--- src/rtl/nf10_timestamp_pkg.sv ---
// Shared defaults and framing-state encoding for the nf10_timestamp pcore.
// Imported by the timestamp inserter, its stream interface and testbench.
package nf10_timestamp_pkg;

  localparam int TIMESTAMP_WIDTH_DEF = 64;
  localparam int TS_POS_DEF          = 64;
  localparam int C_DATA_WIDTH_DEF    = 256;
  localparam int C_USER_WIDTH_DEF    = 128;

  typedef enum logic {
    ST_SOF = 1'b0,
    ST_MID = 1'b1
  } frame_state_t;

endpackage

--- src/rtl/timestamp_inserter_if.sv ---
// AXI4-Stream bundle used on both sides of the timestamp inserter.
// The master modport drives payload and valid; the slave modport drives ready.
interface timestamp_inserter_if
  import nf10_timestamp_pkg::*;
#(
  parameter int DATA_W = C_DATA_WIDTH_DEF,
  parameter int USER_W = C_USER_WIDTH_DEF
);
  localparam int KEEP_W = DATA_W / 8;

  logic [DATA_W-1:0] tdata;
  logic [KEEP_W-1:0] tkeep;
  logic [USER_W-1:0] tuser;
  logic              tlast;
  logic              tvalid;
  logic              tready;

  modport master (
    output tdata, tkeep, tuser, tlast, tvalid,
    input  tready
  );

  modport slave (
    input  tdata, tkeep, tuser, tlast, tvalid,
    output tready
  );

endinterface

--- src/rtl/axis_skid_buffer.sv ---
// Two-entry register slice: an output register plus one spare entry.
// Upstream ready is registered and equals "spare entry empty".
module axis_skid_buffer #(
  parameter int WIDTH = 8
) (
  input  logic             clk,
  input  logic             rst_n,
  input  logic             i_valid,
  output logic             o_ready,
  input  logic [WIDTH-1:0] i_data,
  output logic             o_valid,
  input  logic             i_ready,
  output logic [WIDTH-1:0] o_data
);

  logic             r_out_valid;
  logic             r_spare_valid;
  logic             r_ready;
  logic [WIDTH-1:0] r_out_data;
  logic [WIDTH-1:0] r_spare_data;

  logic w_accept;
  logic w_out_free;
  logic w_spare_valid_next;

  assign w_accept   = i_valid & r_ready;
  assign w_out_free = ~r_out_valid | i_ready;

  // The spare only fills when the output register is held by back-pressure.
  always_comb begin
    w_spare_valid_next = r_spare_valid;
    if (w_out_free) begin
      w_spare_valid_next = 1'b0;
    end else if (w_accept) begin
      w_spare_valid_next = 1'b1;
    end
  end

  always_ff @(posedge clk or negedge rst_n) begin
    if (!rst_n) begin
      r_out_valid   <= 1'b0;
      r_spare_valid <= 1'b0;
      r_ready       <= 1'b0;
      // NOTE: payload registers are reset as well so the master bus reads 0 during reset.
      r_out_data    <= '0;
      r_spare_data  <= '0;
    end else begin
      r_ready       <= ~w_spare_valid_next;
      r_spare_valid <= w_spare_valid_next;
      if (w_out_free) begin
        if (r_spare_valid) begin
          r_out_valid <= 1'b1;
          r_out_data  <= r_spare_data;
        end else begin
          r_out_valid <= w_accept;
          if (w_accept) begin
            r_out_data <= i_data;
          end
        end
      end else if (w_accept) begin
        r_spare_data <= i_data;
      end
    end
  end

  assign o_ready = r_ready;
  assign o_valid = r_out_valid;
  assign o_data  = r_out_data;

endmodule

--- src/rtl/timestamp_inserter.sv ---
// Inline AXI4-Stream stage that writes the stamp seen at first presentation of
// each packet's first beat into a fixed tuser field, counting stamped packets.
module timestamp_inserter
  import nf10_timestamp_pkg::*;
#(
  parameter int TIMESTAMP_WIDTH = TIMESTAMP_WIDTH_DEF,
  parameter int C_DATA_WIDTH    = C_DATA_WIDTH_DEF,
  parameter int C_USER_WIDTH    = C_USER_WIDTH_DEF,
  parameter int TS_POS          = TS_POS_DEF
) (
  input  logic                       axi_aclk,
  input  logic                       axi_resetn,
  input  logic [TIMESTAMP_WIDTH-1:0] stamp_counter,
  input  logic                       timestamp_en,
  timestamp_inserter_if.slave        s_axis,
  timestamp_inserter_if.master       m_axis,
  output logic [31:0]                stamped_pkts
);

  localparam int KEEP_W = C_DATA_WIDTH / 8;
  localparam int BEAT_W = C_DATA_WIDTH + KEEP_W + C_USER_WIDTH + 1;

  if (TS_POS + TIMESTAMP_WIDTH > C_USER_WIDTH) begin : g_bad_field
    $error("stamp field does not fit inside tuser");
  end

  frame_state_t r_state;
  frame_state_t w_state_next;

  logic [TIMESTAMP_WIDTH-1:0] r_ts_hold;
  logic                       r_ts_held;
  logic [31:0]                r_stamped_pkts;

  logic                       w_s_ready;
  logic                       w_accept;
  logic                       w_is_sof;
  logic                       w_insert;
  logic [TIMESTAMP_WIDTH-1:0] w_stamp;
  logic [C_USER_WIDTH-1:0]    w_user;
  logic [BEAT_W-1:0]          w_in_beat;
  logic [BEAT_W-1:0]          w_out_beat;
  logic                       w_m_valid;

  assign w_accept = s_axis.tvalid & w_s_ready;

  always_ff @(posedge axi_aclk or negedge axi_resetn) begin
    if (!axi_resetn) begin
      r_state <= ST_SOF;
    end else begin
      // NOTE: sequential state uses <= so every flop samples pre-edge values.
      r_state <= w_state_next;
    end
  end

  always_comb begin
    // NOTE: every combinational output gets a default first, so no path infers a latch.
    w_state_next = r_state;
    w_is_sof     = (r_state == ST_SOF);
    if (w_accept) begin
      w_state_next = s_axis.tlast ? ST_SOF : ST_MID;
    end
  end

  // A stamp held from an earlier stalled presentation wins over the live value.
  always_comb begin
    w_stamp  = r_ts_held ? r_ts_hold : stamp_counter;
    w_insert = w_accept & w_is_sof & timestamp_en;
    w_user   = s_axis.tuser;
    if (w_insert) begin
      w_user[TS_POS +: TIMESTAMP_WIDTH] = w_stamp;
    end
  end

  always_ff @(posedge axi_aclk or negedge axi_resetn) begin
    if (!axi_resetn) begin
      r_ts_hold      <= '0;
      r_ts_held      <= 1'b0;
      r_stamped_pkts <= '0;
    end else begin
      if (w_is_sof && s_axis.tvalid && !w_accept && !r_ts_held) begin
        r_ts_hold <= stamp_counter;
        r_ts_held <= 1'b1;
      end else if (w_is_sof && w_accept) begin
        r_ts_held <= 1'b0;
      end
      if (w_insert) begin
        r_stamped_pkts <= r_stamped_pkts + 32'd1;
      end
    end
  end

  assign w_in_beat = {s_axis.tdata, s_axis.tkeep, w_user, s_axis.tlast};

  axis_skid_buffer #(
    .WIDTH (BEAT_W)
  ) u_skid (
    .clk     (axi_aclk),
    .rst_n   (axi_resetn),
    .i_valid (s_axis.tvalid),
    .o_ready (w_s_ready),
    .i_data  (w_in_beat),
    .o_valid (w_m_valid),
    .i_ready (m_axis.tready),
    .o_data  (w_out_beat)
  );

  assign s_axis.tready = w_s_ready;
  assign m_axis.tvalid = w_m_valid;
  assign {m_axis.tdata, m_axis.tkeep, m_axis.tuser, m_axis.tlast} = w_out_beat;
  assign stamped_pkts  = r_stamped_pkts;

endmodule

--- src/flat_wrapper.sv ---
// flat-port wrapper written by rule: the top's interface ports become plain ports
module timestamp_inserter_flat import nf10_timestamp_pkg::*;
#(
  parameter int TIMESTAMP_WIDTH = TIMESTAMP_WIDTH_DEF,
  parameter int C_DATA_WIDTH    = C_DATA_WIDTH_DEF,
  parameter int C_USER_WIDTH    = C_USER_WIDTH_DEF,
  parameter int TS_POS          = TS_POS_DEF
)
  (axi_aclk, axi_resetn, stamp_counter, timestamp_en, stamped_pkts, s_axis_tdata, s_axis_tkeep, s_axis_tuser, s_axis_tlast, s_axis_tvalid, s_axis_tready, m_axis_tdata, m_axis_tkeep, m_axis_tuser, m_axis_tlast, m_axis_tvalid, m_axis_tready);
  timestamp_inserter_if #(.DATA_W((256)), .USER_W((128))) s_axis_i ();
  timestamp_inserter_if #(.DATA_W((256)), .USER_W((128))) m_axis_i ();
  input  logic axi_aclk;
  input  logic axi_resetn;
  input  logic [TIMESTAMP_WIDTH-1:0] stamp_counter;
  input  logic timestamp_en;
  output logic [31:0] stamped_pkts;
  input wire logic [$bits(s_axis_i.tdata)-1:0] s_axis_tdata;
  input wire logic [$bits(s_axis_i.tkeep)-1:0] s_axis_tkeep;
  input wire logic [$bits(s_axis_i.tuser)-1:0] s_axis_tuser;
  input wire logic [$bits(s_axis_i.tlast)-1:0] s_axis_tlast;
  input wire logic [$bits(s_axis_i.tvalid)-1:0] s_axis_tvalid;
  output wire logic [$bits(s_axis_i.tready)-1:0] s_axis_tready;
  output wire logic [$bits(m_axis_i.tdata)-1:0] m_axis_tdata;
  output wire logic [$bits(m_axis_i.tkeep)-1:0] m_axis_tkeep;
  output wire logic [$bits(m_axis_i.tuser)-1:0] m_axis_tuser;
  output wire logic [$bits(m_axis_i.tlast)-1:0] m_axis_tlast;
  output wire logic [$bits(m_axis_i.tvalid)-1:0] m_axis_tvalid;
  input wire logic [$bits(m_axis_i.tready)-1:0] m_axis_tready;
  assign s_axis_i.tdata = s_axis_tdata;
  assign s_axis_i.tkeep = s_axis_tkeep;
  assign s_axis_i.tuser = s_axis_tuser;
  assign s_axis_i.tlast = s_axis_tlast;
  assign s_axis_i.tvalid = s_axis_tvalid;
  assign s_axis_tready = s_axis_i.tready;
  assign m_axis_tdata = m_axis_i.tdata;
  assign m_axis_tkeep = m_axis_i.tkeep;
  assign m_axis_tuser = m_axis_i.tuser;
  assign m_axis_tlast = m_axis_i.tlast;
  assign m_axis_tvalid = m_axis_i.tvalid;
  assign m_axis_i.tready = m_axis_tready;
  timestamp_inserter #(.TIMESTAMP_WIDTH(TIMESTAMP_WIDTH), .C_DATA_WIDTH(C_DATA_WIDTH), .C_USER_WIDTH(C_USER_WIDTH), .TS_POS(TS_POS)) u_core (.axi_aclk(axi_aclk), .axi_resetn(axi_resetn), .stamp_counter(stamp_counter), .timestamp_en(timestamp_en), .s_axis(s_axis_i), .m_axis(m_axis_i), .stamped_pkts(stamped_pkts));
endmodule
--- config.mk ---
export PLATFORM = sky130hd
export DESIGN_NAME = timestamp_inserter_flat
export DESIGN_NICKNAME = d
export VERILOG_FILES = /design/src/rtl/nf10_timestamp_pkg.sv /design/src/rtl/timestamp_inserter_if.sv /design/src/rtl/axis_skid_buffer.sv /design/src/rtl/timestamp_inserter.sv /design/src/flat_wrapper.sv
export SDC_FILE = /design/constraint.sdc
export NUM_CORES = 2
export LEC_CHECK = 0
export BUFFER_PORTS_ARGS = -buffer_cell sky130_fd_sc_hd__buf_4
export CAP_MARGIN = 5
export CORE_AREA = 3 3 369 371
export CTS_BUF_LIST = sky130_fd_sc_hd__clkbuf_4 sky130_fd_sc_hd__clkbuf_8 sky130_fd_sc_hd__clkbuf_16
export CTS_CLUSTER_DIAMETER = 100
export DETAILED_ROUTE_END_ITERATION = 6
export DIE_AREA = 0 0 372 374
export PLACE_DENSITY = 0.51
export SYNTH_ARGS = -nofsm -noshare
export SYNTH_HDL_FRONTEND = slang
export SYNTH_HIERARCHICAL = 1
export SYNTH_SLANG_ARGS = --single-unit
--- constraint.sdc ---
create_clock -name axi_aclk -period 3.5 [get_ports axi_aclk]
set_input_delay 0 -clock axi_aclk [delete_from_list [all_inputs] [get_ports axi_aclk]]
set_output_delay 0 -clock axi_aclk [all_outputs]
set_load 0.02 [all_outputs]
# Word-level counts from Yosys, hierarchy flattened

Index checks and enable logic that the tools add are counted.

Register bits: 935
Word-level logic and storage cells: 38
Input port bits: 486

Add/sub/neg operators: 1
Bitwise operators: 8
Muxes and demuxes: 10
Reduce and logical (&&, ||, !) cells: 10

Operators by type and width:

| operator                                                        | number |
|---|---|
| 417-bit 2-to-1 mux                                              | 2 |
| 64-bit 2-to-1 mux                                               | 2 |
| 32-bit by 1-bit adder with 32-bit output, second input constant | 1 |
| 1-bit 2-to-1 mux                                                | 6 |
| 1-bit logical AND                                               | 4 |
| 1-bit inverter                                                  | 4 |
| 2-bit AND reduction                                             | 2 |
| 2-bit nonzero test                                              | 2 |
| 1-bit bitwise AND                                               | 3 |
| 1-bit logical NOT                                               | 2 |
| 1-bit bitwise OR                                                | 1 |

# Longest topological paths before layout

Word-level depth: 6
Gate-level depth with buffers: 7
Depth with buffers taken out: 5

# By module

The synthesis kept the hierarchy.

Modules (own cells, without submodules):

| module             | cells each | area each (µm²) | times used |
|---|---|---|---|
| axis_skid_buffer   | 2745       | 35081.1         | 1 |
| timestamp_inserter | 495        | 5275.1          | 1 |

# Least setup slack after synthesis

OpenSTA, ideal clock, no wires.

Kind: flip-flop to flip-flop
Start point: register u_core.u_skid.r_ready, in the netlist u_core/u_skid/o_ready
End point: register u_core.r_stamped_pkts[22], in the netlist u_core/stamped_pkts[22]
Path buffers: 1
Cell stages (with the launch flop): 6
Data arrival time: 1836 ps
Required time: 3420 ps
Period minus slack after synthesis: 1916 ps
Slack: 1584 ps
Path through: dfrtp_1 nand4b_2 or4_4 buf_6 nor3_2 xor2_1

Word-level cells in the longest chain between the ends: 3

RTL lines:

| item                           | RTL line                 | source |
|---|---|---|
| from (decl)                    | axis_skid_buffer.sv:18   | `logic r_ready;` |
| from (signal assigned)         | axis_skid_buffer.sv:48   | `r_ready <= ~w_spare_valid_next;` |
| 1-bit bitwise AND              | timestamp_inserter.sv:44 | `assign w_accept = s_axis.tvalid & w_s_ready;` |
| 1-bit bitwise AND (2 in a row) | timestamp_inserter.sv:67 | `w_insert = w_accept & w_is_sof & timestamp_en;` |
| to (signal assigned)           | timestamp_inserter.sv:87 | `r_stamped_pkts <= r_stamped_pkts + 32'd1;` |
| to (decl)                      | timestamp_inserter.sv:32 | `logic [31:0] r_stamped_pkts;` |

Every way passes these cells.
A chain may end at the register's enable or synchronous reset.

# Final worst setup path

Start point: register u_core.u_skid.r_ready, in the netlist u_core/u_skid/o_ready
End point: register u_core.u_skid.r_spare_data[78]

Word-level cells in the longest chain between the ends: 4
Elaborated cells on any way between the ends: 5
Those cells by class: mux: 1; bitwise: 3; reduce/logical: 1

RTL lines:

| item                           | RTL line                 | source |
|---|---|---|
| 1-bit bitwise AND              | timestamp_inserter.sv:44 |  |
| 1-bit bitwise AND (2 in a row) | timestamp_inserter.sv:67 |  |
| 64-bit 2-to-1 mux              | timestamp_inserter.sv:69 | `if (w_insert) begin` |
| net u_core.w_in_beat[78]       | timestamp_inserter.sv:40 | `logic [BEAT_W-1:0] w_in_beat;` |
| to (signal assigned)           | axis_skid_buffer.sv:61   | `r_spare_data <= i_data;` |
| to (decl)                      | axis_skid_buffer.sv:20   | `logic [WIDTH-1:0] r_spare_data;` |

The timed path passes the listed nets, and every way through them passes these cells.

==> impl_results.md <==
* Outcome: finished, final reports clean
* Drt drc at 0
* Min Tclk post-route at 2.35 ns
* Initial DRC count at 1,604
* CP endpoint kind: flip-flop
* RSZ-0062 raised after global routing: no
* Max Slew Vio Count at 0
* Int Power at 25.8 mW
* Area growth from synthesis to layout at 45.9%
* Worst slew pin tran at 1.11 ns
* Combinational power share at 0.287
* Worst hold path class: in -> reg
* Register share of total power at 0.412
* Mux contribution to synthesized area at 0.254
* Largest net degree at the start of global routing at 146
* Detailed Routing Iterations Pass 1 at 5
* Die Y at 374 µm
* Die area at 139,000 µm²
* Post-Syn Area at 40,400 µm²
* Num rows at 134
* Mapped Avg Cell Area at 12.5 µm²
* CP Cell Sequence: nand4b_4, buf_4, o21ai_0, mux2_1
* Largest area contributor in the netlist: dfrtp_1
* Initial Utilization at 0.303
* CORE AREA at 133,000 µm²
* Worst hold slack at 0.0543 ns
* Post-Syn Instances at 3,240
* Most frequent cells after synthesis: dfrtp_1 (935), o21ai_1 (693), mux2i_1 (481)
* Global-route wire length before repair at 214,000 µm
* Total Neg Setup Slack at 0 ns
* Seq cells post-synth at 935
* Port Buffers at 936
* Total Routing Usage GR at 0.199
* Share of layout cells above drive strength 1 at 0.272
* Max Clk Rate at 0.425 GHz
* Setup Skew at 0.0272 ns
* Unique masters post-synth at 36
* Final WL at 142,000 µm
* Synth area leaders: dfrtp_1 (58%), mux2i_1 (12%), mux2_1 (12%)
* Startpoint types: flip-flop
* Most numerous cell in the Yosys netlist: dfrtp_1
* H-tree depth at 3
* GP Congestion at 0.830
* Synth Area in Compound Gates at 0.112
* Nets@finish at 5,155
* Final Cycle Share at 0.672
* Post-synth top area share at 0.580
* Seq/Total Area, Yosys at 0.580
* Vias per cell at 4.84
* Post-cts resize count at 0
* Setup bufs post-CTS at 0
* Delay-heaviest family, CP: buffers and inverters
* Largest family of logic cells by synthesized area: multiplexers
* Root buffer cell: clkbuf_16
* Reg2reg setup slack at 1.15 ns
* DP HPWL at 95,000 µm
* Fin. Hold Viols at 0
* P per Cell Area at 649 nW/µm²
* Switching part of the total at 0.325
* Clock power frac at 0.302
* Asr flop ratio synth at 1.00
* Number of enable flip-flop cells after synthesis at 0
* Fillers at 12,609
* Simple-gate share of the synthesized area at 0.0177
* Required @ worst endpoint at 4.07 ns
* Synth Area in Adders at 0.000310
* Max-slew headroom at 0.262
* Final setup violation count at 0
* Leak at 25.8 nW
* Total grt overflow at 0
* CTS clk-pin slew, worst paths at 0.06 ns
* Worst EP arrival at 2.93 ns
* Main synth FF type: dfrtp_1
* Slowest cell on the critical path: buf_4
* Vias at 31,697
* CTS tree: built
* Post-route antenna net violation count at 0
* Clk Latency, worst-skew pair at 0.71 ns
* Max Root-Sink Buffers at 3
* Clock net sink count at 935
* Net Switching at 12.4 mW
* VDD IR-drop max at 0.438 mV
* Syn_nets at 3,727
* Crit-path max FO at 92
* Vias in the first global route at 32,958
* Initial antenna violation count at 20
* CP Buf/Inv Count at 1
* XOR/XNOR Fraction of Synth Area at 0.00673
* Die width at 372 µm
* Ys Warns at 6
* TritonCTS buffer count at 108
* CP Class: reg -> reg
* Largest stage delay on the critical path at 0.72 ns
* Max cap viols at 0
* I/O pins at 937
* Post-DR wirelength/cell at 21.7 µm
power groups by stage:
stage               Sequential (mW)  Clock, mW  Combinational, mW
floorplan                      17.2          0               4.09
CTS                            15.7       11.9               11.1
global route                   16.1       12.3               11.8
global placement               15.8          0               10.4
detailed placement             15.9          0               10.5
finish                         15.7       11.5               11.0
final timing paths:
check | startpoint | end | depth (start not counted)
min in group asynchronous | axi_resetn | u_core/u_skid/o_data[248] | 3
max reg2reg | u_core/u_skid/o_ready | u_core/u_skid/r_spare_data[78] | 4
min reg2reg | u_core/u_skid/r_spare_data[370] | u_core/u_skid/r_spare_data[370] | 1
max in group asynchronous | axi_resetn | u_core/u_skid/o_data[303] | 4
min | s_axis_tuser[20] | u_core/u_skid/r_spare_data[21] | 3
max | u_core/u_skid/o_ready | u_core/u_skid/r_spare_data[78] | 4
flip-flops by register name, indices dropped and copies added (netlist names):
register and cells:
u_core/r_state 1, u_core/r_ts_held 1, u_core/r_ts_hold 64, u_core/stamped_pkts 32, u_core/u_skid/o_data 417, u_core/u_skid/o_ready 1, u_core/u_skid/o_valid 1, u_core/u_skid/r_spare_data 417
u_core/u_skid/r_spare_valid 1
layer usage:
metal	track usage	wire length (µm)	share of wire
met5	0	9	0.000063
met4	0.0763	5900	0.041
met3	0.0425	7450	0.052
met2	0.336	70100	0.49
met1	0.248	58800	0.41
worst register-to-register path, cell delays in order, from the launching register on:
cell,delay (ns)
dfrtp_1,0.57
nand4b_4,0.22
buf_4,0.72
o21ai_0,0.36
mux2_1,0.35
final cells by class:
type,count,area [µm²],share of cell area
repair buffers,1581,13700,0.233
clock buffers,173,3380,0.0575
multi-input cells,2034,15800,0.268
clock inverters,25,288,0.00489
well taps,1768,2210,0.0376
flip-flops and latches,935,23400,0.397
diodes,20,50.0,0.000850
inverters,8,30.0,0.000510
through the flow:
stage | cell area, µm² | worst slack [ns] | std cells | utilization | total power [mW]
6_report | 58900 | 1.15 | 6544 | 0.442 | 38.2
5_1_grt | 58900 | 1.03 | 6540 | 0.442 | 40.2
4_1_cts | 58800 | 1.15 | 6524 | 0.441 | 38.7
3_5_place_dp | 49500 | 1.17 | 5759 | 0.371 | 26.4
3_3_place_gp | 49500 | 1.22 | 5759 | 0.371 | 26.2
2_1_floorplan | 40400 | 1.58 | 3240 | - | 21.3
repair_timing:
item | in CTS | in global routing
endpoints found under the hold margin | 1277 | 0
hold buffers | 567 | 0
endpoints found under the setup margin | 0 | 0
cell families (layout without fill, tap and decap cells):
logic type | count (synthesis) | count (layout)
xor gates and xnor gates | 31 | 31
AOI/OAI and AO/OA | 903 | 903
buffers and inverters | 271 | 1787
and+or+nand+nor | 137 | 137
other | 0 | 20
muxes | 962 | 962
adders and majority gates | 1 | 1
DFF | 935 | 935
placed cells by master (no fill, tap or decap), types with 2 or more instances in the layout:
cell type,n
buf_4,980
dfrtp_1,933
o21ai_1,693
dlygate4sd3_1,566
mux2i_1,481
mux2_1,417
o21ai_0,206
clkbuf_16,109
nand2_1,80
mux2_2,64
clkbuf_4,36
buf_12,33
clkbuf_8,28
diode_2,20
xor2_1,20
clkinv_2,13
xnor2_1,11
nand3_1,10
nor4_1,9
inv_1,8
nor3_2,6
nor3_1,6
and4_1,5
nand4_1,4
nor2_1,4
inv_6,3
bufinv_16,3
inv_16,2
nand2b_1,2
and2_1,2
dfrtp_4,2
Note: power is estimated with default switching activity, not from simulation.
